**config.mk**
```make
export PLATFORM = sky130hd
export DESIGN_NAME = mc_fetch_ctrl
export DESIGN_NICKNAME = d
export VERILOG_FILES = /design/src/rtl/mc_fetch_ctrl.sv
export SDC_FILE = /design/constraint.sdc
export NUM_CORES = 1
export LEC_CHECK = 0
export ABC_AREA = 1
export CAP_MARGIN = 20
export CORE_MARGIN = 2
export CORE_UTILIZATION = 34
export CTS_CLUSTER_DIAMETER = 80
export CTS_CLUSTER_SIZE = 14
export DETAILED_ROUTE_END_ITERATION = 8
export PLACE_DENSITY = 0.85
export SLEW_MARGIN = 30
export SYNTH_ARGS = -nofsm -noshare
export SYNTH_HDL_FRONTEND = slang
export SYNTH_SLANG_ARGS = --single-unit
```
**constraint.sdc**
```tcl
create_clock -name clk -period 4.7 [get_ports clk]
set_clock_uncertainty 0.15 [all_clocks]
set_input_delay 0.94 -clock clk [delete_from_list [all_inputs] [get_ports clk]]
set_output_delay 0.94 -clock clk [all_outputs]
set_load 0.02 [all_outputs]
```
**src/rtl/mc_fetch_ctrl.sv**
```systemverilog
// Multi-cycle fetch/datapath control FSM for the addu/subu/ori/lui/lw/sw/beq/j/jal/jr subset.
// Optional performance counters are built only when MC_PERF_CNT_EN is defined.
module mc_fetch_ctrl #(
  parameter int CNT_W = 32
) (
  input  logic             clk,
  input  logic             reset,
  input  logic [31:0]      instr,
  input  logic             zero,
  input  logic             stall,
  output logic             pc_we,
  output logic [1:0]       npc_sel,
  output logic             ir_we,
  output logic             reg_we,
  output logic [1:0]       reg_dst,
  output logic [1:0]       wb_sel,
  output logic             alu_src,
  output logic             ext_op,
  output logic [2:0]       alu_op,
  output logic             mem_we,
  output logic             retire,
  output logic [2:0]       state,
  output logic [CNT_W-1:0] cycle_cnt,
  output logic [CNT_W-1:0] instr_cnt
);

  localparam logic [2:0] S_FETCH  = 3'd0;
  localparam logic [2:0] S_DECODE = 3'd1;
  localparam logic [2:0] S_EXEC   = 3'd2;
  localparam logic [2:0] S_MEM    = 3'd3;
  localparam logic [2:0] S_WB     = 3'd4;

  localparam logic [5:0] OP_RTYPE = 6'b000000;
  localparam logic [5:0] OP_ORI   = 6'b001101;
  localparam logic [5:0] OP_LUI   = 6'b001111;
  localparam logic [5:0] OP_LW    = 6'b100011;
  localparam logic [5:0] OP_SW    = 6'b101011;
  localparam logic [5:0] OP_BEQ   = 6'b000100;
  localparam logic [5:0] OP_J     = 6'b000010;
  localparam logic [5:0] OP_JAL   = 6'b000011;
  localparam logic [5:0] FN_ADDU  = 6'b100001;
  localparam logic [5:0] FN_SUBU  = 6'b100011;
  localparam logic [5:0] FN_JR    = 6'b001000;

  logic [2:0] state_q, state_d;
  logic [5:0] op_q, funct_q;
  logic       last_state;
  logic       wr_en;
  logic       unused_instr_bits;

  assign unused_instr_bits = ^instr[25:6];

  logic is_r, is_addu, is_subu, is_jr, is_ori, is_lui, is_lw, is_sw, is_beq, is_j, is_jal, is_known;
  assign is_r     = (op_q == OP_RTYPE);
  assign is_addu  = is_r && (funct_q == FN_ADDU);
  assign is_subu  = is_r && (funct_q == FN_SUBU);
  assign is_jr    = is_r && (funct_q == FN_JR);
  assign is_ori   = (op_q == OP_ORI);
  assign is_lui   = (op_q == OP_LUI);
  assign is_lw    = (op_q == OP_LW);
  assign is_sw    = (op_q == OP_SW);
  assign is_beq   = (op_q == OP_BEQ);
  assign is_j     = (op_q == OP_J);
  assign is_jal   = (op_q == OP_JAL);
  assign is_known = is_addu | is_subu | is_jr | is_ori | is_lui | is_lw | is_sw | is_beq | is_j | is_jal;

  // NOTE: every always_comb output gets a default first so no path can infer a latch.
  always_comb begin
    state_d    = S_FETCH;
    last_state = 1'b0;
    case (state_q)
      S_FETCH:  state_d = S_DECODE;
      S_DECODE: begin
        if (is_j || is_jr || !is_known) begin
          state_d    = S_FETCH;
          last_state = 1'b1;
        end else if (is_jal) begin
          state_d = S_WB;
        end else begin
          state_d = S_EXEC;
        end
      end
      S_EXEC: begin
        if (is_beq) begin
          state_d    = S_FETCH;
          last_state = 1'b1;
        end else if (is_lw || is_sw) begin
          state_d = S_MEM;
        end else begin
          state_d = S_WB;
        end
      end
      S_MEM: begin
        if (is_sw) begin
          state_d    = S_FETCH;
          last_state = 1'b1;
        end else begin
          state_d = S_WB;
        end
      end
      S_WB: begin
        state_d    = S_FETCH;
        last_state = 1'b1;
      end
      default: state_d = S_FETCH;
    endcase
  end

  // NOTE: sequential state uses non-blocking assignments so all flops update from pre-edge values.
  always_ff @(posedge clk) begin
    if (reset) begin
      state_q <= S_FETCH;
    end else if (!stall) begin
      state_q <= state_d;
    end
  end

  // NOTE: the latched opcode/funct need no reset; they are always reloaded in S_FETCH before use.
  always_ff @(posedge clk) begin
    if (!reset && !stall && (state_q == S_FETCH)) begin
      op_q    <= instr[31:26];
      funct_q <= instr[5:0];
    end
  end

  assign wr_en  = !reset && !stall;
  assign pc_we  = wr_en && last_state;
  assign retire = pc_we;
  assign ir_we  = wr_en && (state_q == S_FETCH);
  assign reg_we = wr_en && (state_q == S_WB);
  assign mem_we = wr_en && (state_q == S_MEM) && is_sw;
  assign state  = state_q;

  // Selects follow the latched instruction and are therefore stable for its whole duration.
  assign npc_sel = (is_j || is_jal) ? 2'd2 :
                   is_jr            ? 2'd3 :
                   is_beq           ? {1'b0, zero} : 2'd0;
  assign reg_dst = is_jal ? 2'd2 : (is_r ? 2'd1 : 2'd0);
  assign wb_sel  = is_lw ? 2'd1 : (is_jal ? 2'd2 : 2'd0);
  assign alu_src = is_ori | is_lui | is_lw | is_sw;
  assign ext_op  = is_lw | is_sw;
  assign alu_op  = is_ori ? 3'd2 :
                   is_lui ? 3'd3 :
                   (is_beq || is_subu) ? 3'd1 : 3'd0;

`ifdef MC_PERF_CNT_EN
  logic [CNT_W-1:0] cycle_cnt_q, instr_cnt_q;

  always_ff @(posedge clk) begin
    if (reset) begin
      cycle_cnt_q <= '0;
      instr_cnt_q <= '0;
    end else begin
      cycle_cnt_q <= cycle_cnt_q + CNT_W'(1);
      if (retire) instr_cnt_q <= instr_cnt_q + CNT_W'(1);
    end
  end

  assign cycle_cnt = cycle_cnt_q;
  assign instr_cnt = instr_cnt_q;
`else
  assign cycle_cnt = '0;
  assign instr_cnt = '0;
`endif

endmodule

```
; Yosys cells after proc, flatten, opt, wreduce, memory -nomap -nowiden
; Cells that the tools add are included.
[classes]
reduce_logical = 19
n_bitwise = 13
mux = 20
n_eq_ne = 14
[ops]
columns = cell, n
row1 = $eq 6x6->1 const B, 4
row2 = $eq 6x4->1 const B, 3
row3 = $mux 3, 5
row4 = $mux 2, 7
row5 = $or 1x1->1, 13
row6 = $eq 6x2->1 const B, 2
row7 = $pmux 3 s4, 1
row8 = $logic_and 1x1->1, 9
row9 = $eq 3x2->1 const B, 2
row10 = $eq 6x3->1 const B, 1
row11 = $logic_not 6->1, 1
row12 = $mux 1, 6
row13 = $logic_or 1x1->1, 5
row14 = $pmux 1 s4, 1
row15 = $eq 3x1->1 const B, 1
row16 = $eq 3x3->1 const B, 1
row17 = $logic_not 1->1, 3
row18 = $logic_not 3->1, 1
[word_totals]
input_bits = 36
register_bits = 15

; Depth between registers and ports, before layout
[logic_depth]
depth_word = 16
depth_mapped = 11
depth_no_buf = 11

; Worst setup path after synthesis
; No wires, ideal clock.
[synth_timing]
kind = input port to output port
start = input port stall
end = output port ir_we
arrival_ns = 1.932
stages = 3
n_path_buf = 0
slack_ns = 1.678
required_ns = 3.610
path_cell_list = inv_1 -> nand2_1 -> nor2_1
[synth_via]
elab_chain_len = 3
[synth_rtl]
columns = element, line
row1 = from (decl), 10  ; input logic stall,
row2 = $logic_not 1->1, 126  ; assign wr_en = !reset && !stall;
row3 = $logic_and 1x1->1, 126
row4 = $logic_and 1x1->1, 129  ; assign ir_we = wr_en && (state_q == S_FETCH);
row5 = to (decl), 13  ; output logic ir_we,
; No other way between the ends.

; Worst setup path in the final report
; Same ends and word-level chain as after synthesis.

==> flow_metrics.tcl <==
set metrics [dict create \
    outcome "completed" \
    drive_gt1_share_pct 7.39 \
    antenna_found_initial 0 \
    cap_violations 0 \
    clock_latency_ps 240 \
    postCtsSetupBuffers 0 \
    ctsHoldBuffers 0 \
    num-nets-final 240 \
    htreeDepth 1 \
    drc 0 \
    peakVddDrop_mv 0.192 \
    drt_iter0_markers 21 \
    grt_usage_pct 9.14 \
    power.leakage_nw 0.729 \
    reg2reg_to "state[1]" \
    hold_class "register to register" \
    die_h_um 66.7 \
    synthTopCellsByArea "buf_4 (38%), edfxtp_1 (27%), inv_1 (5.6%)" \
    ys.flop_type "edfxtp_1" \
    synth-edff-count 12 \
    root_buffer "clkbuf_8" \
    yosys.area.top_type "buf_4" \
    first_global_vias 796 \
    dpl.hpwl_um 1710 \
    synth_sequential_area_ratio_pct 31.5 \
    rsz0062_at_grt "false" \
    syn_inst 169 \
    gp_congestion 0.804 \
    ys_types 23 \
    crit_path_end_kind "output port" \
    vias 931 \
    cellPowerDensity_mw_per_mm2 224 \
    initial_core_util_pct 35.9 \
    dr.pass1.iters 4 \
    wl_um 1880 \
    cts_resized 0 \
    die-area_mm2 0.00444 \
    worstPathArrival_ps 2590 \
    io_pins 119 \
    ctsLongestPathBuffers 2 \
    num_rows 22 \
    clkTransAtPathRegs_ps 60 \
    post-place-ws_ps 1020 \
    min_period_over_period_pct 78.3 \
    min_from "state[1]" \
    r2r-start "op_q[2]" \
    ys.warnings.count 0 \
    cp-start-kind "primary input" \
    syn_area_mm2 0.00134 \
    fillerInstances 372 \
    reg2reg_setup_slack_ps 3080 \
    overflow 0 \
    async_flop_share_pct 0 \
    min_to "state[1]" \
    clock_sinks 15 \
    hold_depth 2 \
    grt_max_degree 14 \
    grt_pass1_wl_um 3150 \
    max_freq_mhz 272 \
    routedWlPerCell_um 7.49 \
    die_w_um 66.7 \
    viasPerCell 3.71 \
    finalCriticalPeriod_ps 3680 \
    crit_path_max_fanout 13 \
    finalSetupTns_ps 0 \
    cts_tree "built" \
    syn_to_final_growth_pct 13.0 \
    worstSetupPathType "primary input to output port" \
    fin_util_pct 40.6 \
    cts_buffers 3 \
    syn_avg_cell_area_um2 7.90 \
    port_buffers 33 \
    r2r_cells 10 \
    ant_nets 0 \
    diodes 0 \
    netlist.area_leader.share_pct 38.2 \
    fp.coreArea_mm2 0.00372 \
    hold_viol_final 0 \
    finalWorstSetupSlack_ps 1020 \
    setup_viol 0 \
    ys_ff_latch 15 \
    required_ps 3610 \
    slew_viol_final 0 \
]
## final cells by class
type / count / area, µm² / area share, %
multi-input combinational: 129 / 566 / 37.5
clock buffer: 3 / 41.3 / 2.74
timing repair buffer: 34 / 338 / 22.4
sequential: 15 / 420 / 27.9
tap: 48 / 60.1 / 3.98
clock inverter: 1 / 5.00 / 0.332
inverter: 21 / 78.8 / 5.22
## power by group
| group | internal [mW] | switching (mW) | total (mW) |
|---|---|---|---|
| Combinational | 0.0204 | 0.0636 | 0.0840 |
| Sequential | 0.150 | 0.00380 | 0.154 |
| Clock | 0.0586 | 0.0412 | 0.0998 |
| Total | 0.229 | 0.109 | 0.337 |
## per-layer routing
layer,wire length (µm),track usage [%],up-vias
met5,0,0,-
met4,29,5.36,0
met3,195,1.35,2
met2,1030,17.4,61
met1,623,9.31,403
li1,-,-,465
## logic make-up after synthesis
| logic type | count (synthesis) | synth area share (%) |
|---|---|---|
| other | 1 | 0.281 |
| buffers and inverters | 89 | 44.1 |
| and+or+nand+nor | 54 | 19.5 |
| DFF | 15 | 31.5 |
| AOI/OAI and AO/OA | 10 | 4.59 |
## Yosys cell counts (2+ instances only)
cell,number
nand3_1,8
edfxtp_1,12
nor3_1,3
nand2_1,18
buf_4,68
o21ai_0,2
nor2_1,16
dfxtp_1,3
nand3_2,2
inv_1,20
a21oi_1,3
nor2_2,3
## metrics by stage
step	total power [mW]	cells	area [µm²]	hold WS, ps
after floorplan	0.260	233	1580	430
after detailed placement	0.239	247	1460	371
after global routing	0.358	251	1510	432
final	0.337	251	1510	384
after CTS	0.340	251	1510	381
after global placement	0.239	247	1460	370
## cell usage in the layout (no fill, tap or decap), drive strengths merged
cell type / instances
a21oi: 4
a31oi: 1
and3: 1
buf: 1
clkbuf: 3
clkdlybuf4s50: 33
clkinv: 1
conb: 65
dfxtp: 3
edfxtp: 12
inv: 21
nand2: 19
nand3: 10
nor2: 19
nor3: 5
o21ai: 3
o21bai: 1
o32ai: 1
## critical path, stage by stage
cell and delay, ps:
clkdlybuf4s50_1 430, inv_1 130, nand2_1 120, nor2_1 120, buf_4 210, clkdlybuf4s50_1 630
## flip-flops by register name (all words and copies together) (netlist names)
register / cells
state: 3
funct_q: 6
op_q: 6
## worst max-delay path by stage
| stage | endpoint | slack [ps] | cells past startpoint | startpoint |
|---|---|---|---|---|
| after global routing | ir_we | 890 | 6 | stall |
| after CTS | ir_we | 1010 | 6 | stall |
| after global placement | ir_we | 1030 | 6 | stall |
| after detailed placement | ir_we | 1020 | 6 | stall |
| after floorplan | ir_we | 1680 | 3 | stall |
| final | ir_we | 1020 | 6 | stall |
Power figures use the tool's default switching activity.
